===== src/rtl/interp_sched.sv =====
// Sequencer for the shared plane-equation interpolator: walks one primitive
// through NUM_ATTR attributes x 32 tile rows, settling the interpolator before each row is offered.
module interp_sched #(
  parameter int NUM_ATTR    = 4,
  parameter int ATTR_SETTLE = 4,
  parameter int ROW_SETTLE  = 1
) (
  input  logic                     clock,
  input  logic                     reset,
  input  logic                     prim_valid,
  output logic                     prim_ready,
  input  logic signed [31:0]       FX1,
  input  logic signed [31:0]       FX2,
  input  logic signed [31:0]       FX3,
  input  logic signed [31:0]       FY1,
  input  logic signed [31:0]       FY2,
  input  logic signed [31:0]       FY3,
  input  logic [NUM_ATTR*96-1:0]   attr_fz,
  input  logic [5:0]               tile_x,
  input  logic [5:0]               tile_y,
  input  logic                     abort,
  output logic signed [31:0]       ip_fx1,
  output logic signed [31:0]       ip_fx2,
  output logic signed [31:0]       ip_fx3,
  output logic signed [31:0]       ip_fy1,
  output logic signed [31:0]       ip_fy2,
  output logic signed [31:0]       ip_fy3,
  output logic signed [31:0]       ip_fz1,
  output logic signed [31:0]       ip_fz2,
  output logic signed [31:0]       ip_fz3,
  output logic [10:0]              ip_x_ps,
  output logic [10:0]              ip_y_ps,
  output logic                     row_valid,
  input  logic                     row_ready,
  output logic [2:0]               row_attr,
  output logic [4:0]               row_y,
  output logic                     busy,
  output logic                     done
);

  typedef enum logic [1:0] {IDLE, SETTLE, PRESENT} state_t;

  state_t                 state, state_nxt;
  logic [15:0]            count;
  logic [NUM_ATTR*96-1:0] fz_q;
  logic [5:0]             tile_y_q;
  logic [2:0]             next_attr;
  logic                   accept, handshake, last_row, last_attr;

  always_comb begin
    prim_ready = (state == IDLE);
    row_valid  = (state == PRESENT);
    busy       = (state != IDLE);
    accept     = prim_valid && prim_ready;
    handshake  = row_valid && row_ready;
    last_row   = (row_y == 5'd31);
    last_attr  = (row_attr == 3'(NUM_ATTR - 1));
    next_attr  = last_attr ? row_attr : 3'(row_attr + 3'd1);
    state_nxt  = state;
    case (state)
      IDLE:    if (accept) state_nxt = SETTLE;
      SETTLE: begin
        if (abort)               state_nxt = IDLE;
        else if (count == 16'd1) state_nxt = PRESENT;
      end
      PRESENT: begin
        if (abort)                       state_nxt = IDLE;
        else if (handshake) begin
          if (last_row && last_attr)     state_nxt = IDLE;
          else if (last_row)             state_nxt = SETTLE;
          else if (ROW_SETTLE == 0)      state_nxt = PRESENT;
          else                           state_nxt = SETTLE;
        end
      end
      default: state_nxt = IDLE;
    endcase
  end

  // The accept edge gets one extra settle cycle: operands become visible to
  // the interpolator only after this edge registers them.
  always_ff @(posedge clock or posedge reset) begin
    if (reset) begin
      state    <= IDLE;
      count    <= '0;
      fz_q     <= '0;
      tile_y_q <= '0;
      ip_fx1   <= '0;
      ip_fx2   <= '0;
      ip_fx3   <= '0;
      ip_fy1   <= '0;
      ip_fy2   <= '0;
      ip_fy3   <= '0;
      ip_fz1   <= '0;
      ip_fz2   <= '0;
      ip_fz3   <= '0;
      ip_x_ps  <= '0;
      ip_y_ps  <= '0;
      row_attr <= '0;
      row_y    <= '0;
      done     <= 1'b0;
    end else begin
      state <= state_nxt;
      done  <= 1'b0;
      if (accept) begin
        fz_q     <= attr_fz;
        tile_y_q <= tile_y;
        ip_fx1   <= FX1;
        ip_fx2   <= FX2;
        ip_fx3   <= FX3;
        ip_fy1   <= FY1;
        ip_fy2   <= FY2;
        ip_fy3   <= FY3;
        ip_fz1   <= attr_fz[31:0];
        ip_fz2   <= attr_fz[63:32];
        ip_fz3   <= attr_fz[95:64];
        ip_x_ps  <= {tile_x, 5'd0};
        ip_y_ps  <= {tile_y, 5'd0};
        row_attr <= '0;
        row_y    <= '0;
        count    <= 16'(ATTR_SETTLE + 1);
      end else if (state == SETTLE && !abort) begin
        count <= count - 16'd1;
      end else if (handshake && !abort) begin
        if (!last_row) begin
          row_y   <= 5'(row_y + 5'd1);
          ip_y_ps <= {tile_y_q, 5'(row_y + 5'd1)};
          count   <= 16'(ROW_SETTLE);
        end else if (!last_attr) begin
          row_y    <= '0;
          row_attr <= next_attr;
          ip_y_ps  <= {tile_y_q, 5'd0};
          ip_fz1   <= fz_q[int'(next_attr)*96 +: 32];
          ip_fz2   <= fz_q[int'(next_attr)*96 + 32 +: 32];
          ip_fz3   <= fz_q[int'(next_attr)*96 + 64 +: 32];
          count    <= 16'(ATTR_SETTLE);
        end else begin
          done <= 1'b1;
        end
      end
    end
  end

endmodule

===== config.mk =====
export PLATFORM = sky130hd
export DESIGN_NAME = interp_sched
export DESIGN_NICKNAME = d
export VERILOG_FILES = /design/src/rtl/interp_sched.sv
export SDC_FILE = /design/constraint.sdc
export NUM_CORES = 2
export LEC_CHECK = 0
export ABC_AREA = 1
export ABC_CLOCK_PERIOD_IN_PS = 65800
export BUFFER_PORTS_ARGS = -buffer_cell sky130_fd_sc_hd__buf_2
export CORE_MARGIN = 8
export CORE_UTILIZATION = 25
export DETAILED_ROUTE_END_ITERATION = 8
export GPL_TIMING_DRIVEN = 0
export PLACE_DENSITY = 0.41
export SYNTH_ARGS = -nofsm -noshare
export SYNTH_HDL_FRONTEND = slang
export SYNTH_SLANG_ARGS = --single-unit

===== constraint.sdc =====
create_clock -name clock -period 65.8 [get_ports clock]
set_clock_uncertainty 0.15 [all_clocks]
set_input_delay 3.29 -clock clock [delete_from_list [all_inputs] [get_ports clock]]
set_output_delay 3.29 -clock clock [all_outputs]
set_load 0.03 [all_outputs]

==> impl_metrics.tcl <==
set metrics [dict create \
    outcome "finished, final reports clean" \
    synth_xor_area_share_pct 0.02617 \
    grt_use_met1_pct 32.25 \
    crit_path_end "fz_q[154]$_DFFE_PP0P_" \
    synth_seq_cells 717 \
    synth.area.mux_share_pct 0.05982 \
    coreArea_mm2 0.1331 \
    period_share_pct 9.355 \
    synth_top_area_cell "dfrtp_1" \
    worstPathMaxFanout 10 \
    cts_setup_buffers 0 \
    numPlacedInstances 7132 \
    synthCells 4445 \
    cts_sinks 717 \
    overflow 0 \
    synth.area.top_cells "dfrtp_1 54%, nand2_1 20%, o21ai_0 6.8%, nor2_1 5.4%, inv_1 2.9%" \
    hold_path_class "reg2reg" \
    grt_use_met3_pct 6.396 \
    cts-root-buf "clkbuf_16" \
    p_sw_mw 1.570 \
    top_usage_layer "met2" \
    drt_pass1_iterations 5 \
    track_usage_pct 26.76 \
    start_kind "input port" \
    ir_drop_uv 37.08 \
    r2r_start "row_attr[1]$_DFFE_PP0P_" \
    multiInputGateArea_mm2 0.01329 \
    port_buffers 909 \
    dpl.hpwl_um 165000 \
    max-cap-violations 0 \
    seqCellArea_mm2 0.01794 \
    hold_buffers 0 \
    die_y_um 381.9 \
    pwr_density_cell_mw_per_mm2 67.50 \
    synth-compound-area-share_pct 11.50 \
    final_cells 7326 \
    final.min_clock_period_ns 6.155 \
    tns_ns 0 \
    share_seq_of_total_power_pct 27.0 \
    worst_ep_arrival_time_ns 6.64 \
    initial_core_util_pct 25.14 \
    grt_pass1_wl_um 278800 \
    yosysTopAreaCellShare_pct 53.61 \
    die_w_um 381.9 \
    placed_area_mm2 0.04042 \
    clock_latency_ns 0.70 \
    area_growth_pct 30.12 \
    routedWlPerCell_um 27.67 \
    htree_levels 3 \
    crit_type "in2reg" \
    synth_cell_types 30 \
    power_leakage_nw 22.60 \
    worst_slew_pin_slew_ns 1.484 \
    hold_viol_final 0 \
    drtIter0Drc 3035 \
    synth_area_mm2 0.03347 \
    wl_um 202700 \
    rows 134 \
    worst_setup_path_end_kind "flip-flop" \
    crit_path_start "prim_valid" \
    slew_violations 0 \
    mostFrequentLayoutCell "nand2_1" \
    vias_per_cell 4.710 \
    rsz0062_at_grt "false" \
    synth_fa_ha_area_share_pct 0.3365 \
    worst_hold_slack_ns 0.3217 \
    nFillCells 14870 \
    grtUsageMet2_pct 46.31 \
    synth_top_family_by_area "simple AND/OR/NAND/NOR gates" \
    mostFrequentLayoutCells "1,758 x nand2_1, 974 x buf_2, 717 x dfrtp_1" \
    setup_viol 0 \
    fin_area_mm2 0.04355 \
    worst_ep_required_time_ns 66.28 \
    intPower_mw 1.370 \
    gp_congestion 0.9307 \
    combPwrFrac_pct 55.2 \
    ff2ff_setup_slack_ns 60.20 \
    ant_nets 0 \
    p_clk_share_pct 17.8 \
    antenna_found_initial 70 \
    cts_made_buffers 91 \
    clk_path_buf_depth 3 \
    grt_pass1_vias 35460 \
    max_freq_ghz 0.1625 \
    syn_area_per_cell_um2 7.529 \
    reg2regPathDepth 19 \
    cts_resized 0 \
    slew_headroom_pct 1.088 \
    seq_area_frac_synth_pct 53.61 \
    synth-simple-area-share_pct 27.74 \
    grt_max_degree 115 \
    switching_share_pct 53.40 \
    r2r-end "ip_fz2[18]$_DFFE_PP0P_" \
    path_clk_slew_ns 0.06 \
    ys.warnings.count 0 \
    drc 0 \
    drive_above_1_share_pct 20.85 \
    fin_nets 6059 \
    vias 34500 \
    cts_tree "built" \
    io_pins 915 \
    die-area_mm2 0.1458 \
]
## worst min-delay path by stage
| stage | cells past startpoint | endpoint | slack [ns] | start |
|---|---|---|---|---|
| 3_3_place_gp | 2 | ip_fx3[9]$_DFFE_PP0P_ | 0.31 | ip_fx3[9]$_DFFE_PP0P_ |
| 2_1_floorplan | 2 | fz_q[136]$_DFFE_PP0P_ | 0.29 | fz_q[136]$_DFFE_PP0P_ |
| 6_report | 2 | ip_fx2[5]$_DFFE_PP0P_ | 0.32 | ip_fx2[5]$_DFFE_PP0P_ |
| 3_5_place_dp | 2 | ip_fy3[7]$_DFFE_PP0P_ | 0.31 | ip_fy3[7]$_DFFE_PP0P_ |
| 5_1_grt | 2 | ip_fx3[20]$_DFFE_PP0P_ | 0.34 | ip_fx3[20]$_DFFE_PP0P_ |
| 4_1_cts | 2 | ip_fx3[0]$_DFFE_PP0P_ | 0.33 | ip_fx3[0]$_DFFE_PP0P_ |
## state kept, by name, summed over array words and instances, names as in the netlist, 2 cells and up
| name | count |
|---|---|
| state | 2 |
| ip_fz3 | 32 |
| ip_fx1 | 32 |
| tile_y_q | 6 |
| row_attr | 3 |
| count | 16 |
| fz_q | 384 |
| ip_fy2 | 32 |
| ip_fy3 | 32 |
| ip_fz1 | 32 |
| ip_fz2 | 32 |
| ip_fx2 | 32 |
| ip_fx3 | 32 |
| ip_y_ps | 11 |
| ip_fy1 | 32 |
| ip_x_ps | 6 |
## routing by layer
layer / up-vias / wire length, um / part of all wire [%]
met1: 16680 / 80040 / 39
met2: 1401 / 98580 / 49
li1: 16080 / - / -
met4: 32 / 8351 / 4.1
met3: 313 / 15560 / 7.7
met5: - / 206 / 0.10
## metrics by stage
step / total power, mW / util (%) / setup slack, ns
finish: 2.940 / 32.71 / 59.64
global route: 3.121 / 32.66 / 59.65
CTS: 2.948 / 32.65 / 59.70
detailed placement: 2.411 / 30.36 / 58.97
global placement: 2.410 / 30.23 / 30.80
floorplan: 1.707 / - / 42.25
## critical path, stage by stage
cell      delay, ns
buf_2          0.11
nand2_1        0.16
clkbuf_1       1.10
clkbuf_1       1.09
clkbuf_1       0.64
nand2_1        0.11
nand2_1        0.10
## synthesized netlist by cell type (all sizes together)
cell,count
nand2,1761
dfrtp,717
o21ai,528
nor2,485
inv,268
clkbuf,194
nand3,145
a21oi,138
buf,98
a31oi,73
ha,9
nand3b,9
nor3,6
mux2i,2
nand4,2
o22ai,2
o31ai,2
o41ai,2
a31o,1
conb,1
or2,1
xor2,1
## layout make-up
| class | instances | share of cell area [%] |
|---|---|---|
| inverter | 268 | 2.327 |
| tap | 1768 | 5.080 |
| clock buffer | 135 | 6.186 |
| sequential | 717 | 41.20 |
| antenna | 32 | 0.1839 |
| timing repair buffer | 915 | 10.83 |
| buffer | 292 | 2.859 |
| multi-input combinational | 3172 | 30.52 |
| clock inverter | 27 | 0.8188 |
## power by group through the flow
stage          combinational [mW]  clock (mW)  sequential [mW]
6_report                     1.62       0.524            0.793
3_5_place_dp                 1.62           0            0.794
4_1_cts                      1.62       0.536            0.790
5_1_grt                      1.75       0.552            0.815
3_3_place_gp                 1.61           0            0.798
2_1_floorplan               0.770           0            0.937
## kinds of logic (layout without fill, tap and decap cells)
| group | Yosys count | count (layout) |
|---|---|---|
| compound gates | 746 | 746 |
| xor+xnor | 1 | 1 |
| fa+ha+maj | 9 | 9 |
| buf+inv | 560 | 1637 |
| flops | 717 | 717 |
| mux | 2 | 2 |
| other cells | 1 | 37 |
| simple gates | 2409 | 2409 |
Power figures use the tool's default switching activity.
